`config.mk`:
```
export PLATFORM = sky130hd
export DESIGN_NAME = ps2_kbd_ctrl
export DESIGN_NICKNAME = d
export VERILOG_FILES = /design/src/rtl/ps2_pkg.sv /design/src/rtl/ps2_rx_frame.sv /design/src/rtl/ps2_kbd_ctrl.sv
export SDC_FILE = /design/constraint.sdc
export NUM_CORES = 1
export LEC_CHECK = 0
export ABC_AREA = 1
export CELL_PAD_IN_SITES_DETAIL_PLACEMENT = 0
export CELL_PAD_IN_SITES_GLOBAL_PLACEMENT = 2
export CORE_ASPECT_RATIO = 0.6
export CORE_UTILIZATION = 35
export DETAILED_ROUTE_END_ITERATION = 16
export PLACE_DENSITY_LB_ADDON = 0.08
export SYNTH_ARGS = -nofsm -noshare
export SYNTH_HDL_FRONTEND = slang
export SYNTH_SLANG_ARGS = --single-unit
```
`constraint.sdc`:
```
create_clock -name clk -period 3.16 [get_ports clk]
set_input_delay 0.474 -clock clk [delete_from_list [all_inputs] [get_ports clk]]
set_output_delay 0.474 -clock clk [all_outputs]
set_load 0.005 [all_outputs]
```
`src/rtl/ps2_pkg.sv`:
```
// Shared types and constants for the PS/2 keyboard controller:
// scancode prefixes, the decoder state enum and the packed key-event record.
package ps2_pkg;

  localparam logic [7:0] PS2_PREFIX_EXT = 8'hE0;
  localparam logic [7:0] PS2_PREFIX_BRK = 8'hF0;

  typedef enum logic [1:0] {
    ST_IDLE,
    ST_E0,
    ST_F0,
    ST_E0F0
  } ps2_dec_state_t;

  typedef struct packed {
    logic       ext;
    logic       rel;
    logic [7:0] code;
  } ps2_evt_t;

endpackage

```
`src/rtl/ps2_rx_frame.sv`:
```
// PS/2 device-to-host frame receiver: input synchronisers, falling-edge strobe,
// 11-bit frame capture and check. PS2_KBD_TIMEOUT_EN adds a stalled-frame abort.
module ps2_rx_frame #(
  parameter int unsigned TIMEOUT_CYC = 50000
) (
  input  logic       clk,
  input  logic       resetn,
  input  logic       ps2_clk,
  input  logic       ps2_data,
  output logic       byte_valid,
  output logic [7:0] byte_data,
  output logic       frame_err
);

  logic [2:0] r_clk_sync;
  logic [1:0] r_data_sync;
  logic [3:0] r_bit_cnt;
  logic [7:0] r_shift;
  logic       r_start;
  logic       r_parity;
  logic       r_byte_valid;
  logic [7:0] r_byte_data;
  logic       r_frame_err;
  logic       w_strobe;
  logic       w_bit;
  logic       w_timeout;

  assign w_strobe = r_clk_sync[2] & ~r_clk_sync[1];
  assign w_bit    = r_data_sync[1];

`ifdef PS2_KBD_TIMEOUT_EN
  localparam int IW = $clog2(TIMEOUT_CYC + 1);
  logic [IW-1:0] r_idle;

  always_ff @(posedge clk) begin
    if (!resetn || w_strobe || r_bit_cnt == 4'd0) r_idle <= '0;
    else                                          r_idle <= r_idle + 1'b1;
  end

  // A real edge arriving on the expiry cycle keeps the frame alive.
  assign w_timeout = (r_bit_cnt != 4'd0) && (r_idle == IW'(TIMEOUT_CYC)) && !w_strobe;
`else
  assign w_timeout = 1'b0;
`endif

  always_ff @(posedge clk) begin
    if (!resetn) begin
      r_clk_sync   <= 3'b111;
      r_data_sync  <= 2'b11;
      r_bit_cnt    <= 4'd0;
      r_shift      <= 8'd0;
      r_start      <= 1'b0;
      r_parity     <= 1'b0;
      r_byte_valid <= 1'b0;
      r_byte_data  <= 8'd0;
      r_frame_err  <= 1'b0;
    end else begin
      r_clk_sync   <= {r_clk_sync[1:0], ps2_clk};
      r_data_sync  <= {r_data_sync[0], ps2_data};
      r_byte_valid <= 1'b0;
      r_frame_err  <= 1'b0;
      if (w_timeout) begin
        r_bit_cnt   <= 4'd0;
        r_frame_err <= 1'b1;
      end else if (w_strobe) begin
        if (r_bit_cnt == 4'd10) begin
          r_bit_cnt <= 4'd0;
          // Odd parity: data bits plus parity bit must XOR to 1.
          if (!r_start && w_bit && ((^r_shift) ^ r_parity)) begin
            r_byte_valid <= 1'b1;
            r_byte_data  <= r_shift;
          end else begin
            r_frame_err <= 1'b1;
          end
        end else begin
          r_bit_cnt <= r_bit_cnt + 4'd1;
          if (r_bit_cnt == 4'd0)      r_start  <= w_bit;
          else if (r_bit_cnt <= 4'd8) r_shift  <= {w_bit, r_shift[7:1]};
          else                        r_parity <= w_bit;
        end
      end
    end
  end

  assign byte_valid = r_byte_valid;
  assign byte_data  = r_byte_data;
  assign frame_err  = r_frame_err;

endmodule

```
`src/rtl/ps2_kbd_ctrl.sv`:
```
// PS/2 keyboard event controller: frame receiver, set-2 prefix decoder and FWFT
// event FIFO with valid/ready output. PS2_KBD_TIMEOUT_EN enables frame timeout.
module ps2_kbd_ctrl
  import ps2_pkg::*;
#(
  parameter int unsigned FIFO_DEPTH  = 8,
  parameter int unsigned TIMEOUT_CYC = 50000
) (
  input  logic       clk,
  input  logic       resetn,
  input  logic       ps2_clk,
  input  logic       ps2_data,
  output logic       evt_valid,
  input  logic       evt_ready,
  output logic [7:0] evt_code,
  output logic       evt_release,
  output logic       evt_ext,
  output logic       overflow,
  input  logic       clr_overflow,
  output logic       frame_err
);

  localparam int PW = $clog2(FIFO_DEPTH);
  localparam int CW = PW + 1;

  logic           w_byte_valid;
  logic [7:0]     w_byte_data;
  logic           w_frame_err;
  ps2_dec_state_t r_state, w_state_next;
  logic           w_push;
  ps2_evt_t       w_push_evt;
  logic           w_pop;
  logic           w_push_ok;
  logic           w_nonempty;
  ps2_evt_t       w_head;
  ps2_evt_t       r_mem [FIFO_DEPTH];
  logic [PW-1:0]  r_wr_ptr;
  logic [PW-1:0]  r_rd_ptr;
  logic [CW-1:0]  r_count;
  logic           r_overflow;

  ps2_rx_frame #(.TIMEOUT_CYC(TIMEOUT_CYC)) u_rx (
    .clk        (clk),
    .resetn     (resetn),
    .ps2_clk    (ps2_clk),
    .ps2_data   (ps2_data),
    .byte_valid (w_byte_valid),
    .byte_data  (w_byte_data),
    .frame_err  (w_frame_err)
  );

  always_ff @(posedge clk) begin
    if (!resetn) r_state <= ST_IDLE;
    else         r_state <= w_state_next;
  end

  always_comb begin
    w_state_next    = r_state;
    w_push          = 1'b0;
    w_push_evt      = '0;
    w_push_evt.code = w_byte_data;
    if (w_frame_err) begin
      w_state_next = ST_IDLE;
    end else if (w_byte_valid) begin
      case (r_state)
        ST_IDLE: begin
          if (w_byte_data == PS2_PREFIX_EXT)      w_state_next = ST_E0;
          else if (w_byte_data == PS2_PREFIX_BRK) w_state_next = ST_F0;
          else                                    w_push = 1'b1;
        end
        ST_E0: begin
          if (w_byte_data == PS2_PREFIX_BRK) begin
            w_state_next = ST_E0F0;
          end else if (w_byte_data != PS2_PREFIX_EXT) begin
            w_push         = 1'b1;
            w_push_evt.ext = 1'b1;
            w_state_next   = ST_IDLE;
          end
        end
        ST_F0: begin
          w_push         = 1'b1;
          w_push_evt.rel = 1'b1;
          w_state_next   = ST_IDLE;
        end
        default: begin
          w_push         = 1'b1;
          w_push_evt.ext = 1'b1;
          w_push_evt.rel = 1'b1;
          w_state_next   = ST_IDLE;
        end
      endcase
    end
  end

  assign w_nonempty = (r_count != '0);
  assign w_pop      = w_nonempty & evt_ready;
  assign w_push_ok  = w_push & ((r_count != CW'(FIFO_DEPTH)) | w_pop);
  assign w_head     = r_mem[r_rd_ptr];

  always_ff @(posedge clk) begin
    if (w_push_ok) r_mem[r_wr_ptr] <= w_push_evt;
  end

  always_ff @(posedge clk) begin
    if (!resetn) begin
      r_wr_ptr <= '0;
      r_rd_ptr <= '0;
      r_count  <= '0;
    end else begin
      if (w_push_ok) r_wr_ptr <= r_wr_ptr + 1'b1;
      if (w_pop)     r_rd_ptr <= r_rd_ptr + 1'b1;
      case ({w_push_ok, w_pop})
        2'b10:   r_count <= r_count + 1'b1;
        2'b01:   r_count <= r_count - 1'b1;
        default: r_count <= r_count;
      endcase
    end
  end

  always_ff @(posedge clk) begin
    if (!resetn)                  r_overflow <= 1'b0;
    else if (w_push && !w_push_ok) r_overflow <= 1'b1;
    else if (clr_overflow)         r_overflow <= 1'b0;
  end

  // Head fields are masked while empty so stale RAM never reaches the outputs.
  assign evt_valid   = w_nonempty;
  assign evt_code    = w_nonempty ? w_head.code : 8'd0;
  assign evt_release = w_nonempty & w_head.rel;
  assign evt_ext     = w_nonempty & w_head.ext;
  assign overflow    = r_overflow;
  assign frame_err   = w_frame_err;

endmodule

```
==> summary.txt <==
Outcome
  – Status: finished clean

Final layout
  – Number of nets in the layout: between 500 and 600
  – Most frequent standard cell in the layout excluding fill and tap cells: nor2_1
  – Layout Area Growth over Synthesis: 20.18%
  – Layout cell share with drive strength beyond 1: between 10% and 20%
  – Total inserted antenna cells: 0
  – Leading cell types in the layout, fill and taps excluded: nor2_1 (105), edfxtp_1 (80), nand2_1 (78)

Placed design
  – Port Buf Inserts: 18
  – Worst setup slack before clock tree synthesis: 0.6083 ns
  – Post-detailed-placement half-perimeter wirelength: approximately 7600 um
  – Final estimated routing congestion in global placement: roughly 0.75

STA
  – Unrepaired setup endpoints after global routing: false
  – Setup TNS: 0 ns
  – Share of the clock period used by the worst path after layout: just over 90%
  – Shortest period the worst path allows: 2.865 ns
  – Max-slew violations: 0
  – Total of endpoints with negative setup slack in the final report: 0
  – Pin slew with the least headroom to its limit: 0.7089 ns
  – Maximum clock frequency: 349.0 MHz
  – Clock tree skew after final layout: 0.01571 ns
  – Relative slew slack: between 50% and 60%
  – Post-route worst setup slack: a little under 0.3 ns
  – Hold Violations, Final: 0

Clock network
  – Total clock buffers created by CTS: 17
  – Post-CTS setup buffers: 0
  – Number of H-tree levels: 4
  – Insertion delay of the later-clocked pin in the worst-skew pair: 0.42 ns
  – CTS Root Cell: clkbuf_16
  – Number of clock sinks: 125
  – TritonCTS clock tree: yes
  – Clock Tree Buf Depth: 2
  – Clock slew at the register clock pins of the worst setup and hold paths: 0.06 ns

Synthesis
  – Flip-flop cell with the highest count after synthesis: edfxtp_1
  – Net count after synthesis: 560
  – Netlist Area Pre-Place: 5259 um2
  – Number of enable flip-flop cells after synthesis: 80
  – Number of cells produced by synthesis: about 550
  – Async set-reset flop share out of synthesis: 0%
  – Synthesized area per cell: around 9.6 um2
  – Portion of the post-synthesis area used by sequential elements: 62.81%
  – Number of different library cells in the post-synthesis netlist: 33
  – Warnings from Yosys: 0
  – Number of storage elements in the synthesis netlist: roughly 130

Routing
  – Iteration count of the initial detailed-routing pass: 6
  – Routed Antenna Nets: 0
  – Initial detailed-routing violation count: approximately 260
  – Final routed wire length divided by cell count: approximately 16 um
  – Ratio of routed vias to standard cells: 4.844
  – Remaining design rule violation count: 0
  – Wirelength, routed: 12420 um
  – Vias post-DR: 3817

Global route
  – Global routing usage summed across all routing layers: between 15 and 20%
  – Pin count of the biggest net entering global routing: roughly 40
  – Antenna violations before repair: 0
  – Number of global-route vias before repair: 3674
  – First-pass GRT wire length: approximately 20000 um
  – Total congestion overflow after global routing: 0

Worst setup path
  – Critical path required time: 2.69 ns
  – CP max FO: 40
  – Launch point of the worst reg-to-reg path: u_rx.byte_data[2]$_SDFFE_PN0P_
  – Terminus of the critical flop-to-flop path: r_count[3]$_SDFFE_PN0P_
  – Sort of element at the start of the critical path: flop
  – Data arrival time of the critical path: around 2.4 ns
  – Setup slack of the most critical reg-to-reg path: about 0.60 ns
  – Critical Path Sink Type: primary output
  – Setup Crit Path Kind: reg2out
  – Path depth of the worst reg2reg path: 18

Floorplan
  – Horiz. Die Dim: about 160 um
  – Std cell rows: 34
  – Chip height: 96.95 um
  – Area inside the core boundary: around 15000 um2
  – Starting Density: roughly 36%
  – Floorplan die area: about 16000 um2
  – Number of ports placed on the die boundary: 19

Pwr
  – Internal Dissipation: between 3 and 4 mW
  – Worst IR drop on VDD: ~0.00044 V
  – Portion of total power attributed to combinational logic: between 20% and 30%
  – Clk network pwr share: between 40% and 50%
  – Sequential Power Share: 36.1%
  – Power spent charging and discharging nets: between 1 and 1.5 mW
  – Switching power as a share of total power: between 20 and 30%
  – Total leakage power: approximately 2.6 nW
  – Power per cell area: a little under 800 nW/um2

Worst hold path
  – Endpoint with the worst hold slack: u_rx.r_data_sync[1]$_SDFF_PN1_
  – Cell depth of the worst hold path: 1
  – Class of the worst hold path: reg2reg
  – Critical hold path startpoint: u_rx.r_data_sync[0]$_SDFF_PN1_

Run
  – Max Cap Viol: 0
==> worst max-delay path by stage <==
stage                                         startpoint                 endpoint  slack [ns]  depth (start not counted)
after detailed placement  u_rx.byte_data[1]$_SDFFE_PN0P_  r_count[3]$_SDFFE_PN0P_        0.61                         16
final                                               flop              evt_code[2]        0.29                          6
after CTS                                           flop              evt_code[0]        0.15                          6
after global placement                              flop              evt_code[5]        0.65                          6
after global routing                                flop              evt_code[0]        0.14                          6
after floorplan           u_rx.byte_data[1]$_SDFFE_PN0P_    r_mem[0][0]$_DFFE_PP_        0.95                          9
==> area by class of cell <==
type | instances | area, um2
fillers | 1387 | 8272
flip-flops and latches | 125 | 3303
multi-input cells | 347 | 1643
clock buffers | 17 | 425.4
repair buffers | 31 | 277.8
well taps | 198 | 247.7
clock inverters | 15 | 212.7
inverters | 55 | 210.2
==> state kept, by name, summed over array words and instances (netlist names), named ones only <==
name	cells
r_mem	80
u_rx.byte_data	8
u_rx.r_shift	8
r_count	4
u_rx.r_bit_cnt	4
r_rd_ptr	3
r_wr_ptr	3
u_rx.r_clk_sync	3
r_state	2
u_rx.r_data_sync	2
overflow	1
u_rx.byte_valid	1
u_rx.frame_err	1
u_rx.r_parity	1
u_rx.r_start	1
==> critical path, stage by stage, from the launching register on <==
cell	delay, ns
dfxtp_1	0.33
buf_4	0.40
o21ai_0	0.18
o22ai_1	0.17
o21ai_0	0.12
a31oi_1	0.22
clkdlybuf4s50_1	0.53
==> power by group through the flow <==
stage,registers [mW],clock network (mW),logic [mW]
finish,1.82,2.10,1.11
global route,1.82,2.22,1.27
CTS,1.81,2.14,1.13
detailed placement,1.85,0,1.12
global placement,1.85,0,1.13
floorplan,1.84,0,0.713
==> kinds of logic after synthesis <==
group	synth area share (%)
xor+xnor	0.3332
buf+inv	5.948
flops	62.81
simple gates	17.56
fa+ha+maj	1.332
compound gates	12.02
==> synth_stat cells, types with 5 or more instances <==
cell	number	area share, %
o21ai_0	66	6.3
a21oi_1	23	2.2
a31oi_1	13	1.5
nor2_1	105	7.5
o22ai_1	10	1.2
nand3_1	13	1.2
edfxtp_1	80	46
or2_2	5	0.59
nand2_1	78	5.6
inv_1	52	3.7
clkbuf_1	17	1.2
nor3_1	12	1.1
dfxtp_1	45	17
==> per-layer routing <==
metal	track usage (%)	routed length (um)	vias to the layer above
li1	-	-	1930
met1	25.46	6633	1807
met2	24.28	5118	63
met3	3.688	480	17
met4	7.912	192	0
met5	0	0	-
==> metrics by stage <==
stage	std cells	total power, mW	hold WS, ns	util, %	instance area [um2]
after global routing	788	5.306	0.4287	43.31	6320
final	788	5.027	0.4102	43.31	6320
after global placement	756	2.974	0.3990	38.91	5678
after floorplan	549	2.549	0.3917	-	5259
after detailed placement	756	2.970	0.3977	38.91	5678
after CTS	788	5.085	0.4138	43.29	6316
==> timing repair <==
item                                    in CTS  in global routing
endpoints found under the setup margin       0                  3
hold buffers                                 0                  0
resized for setup                            0                  1
Power figures use the tool's default switching activity.
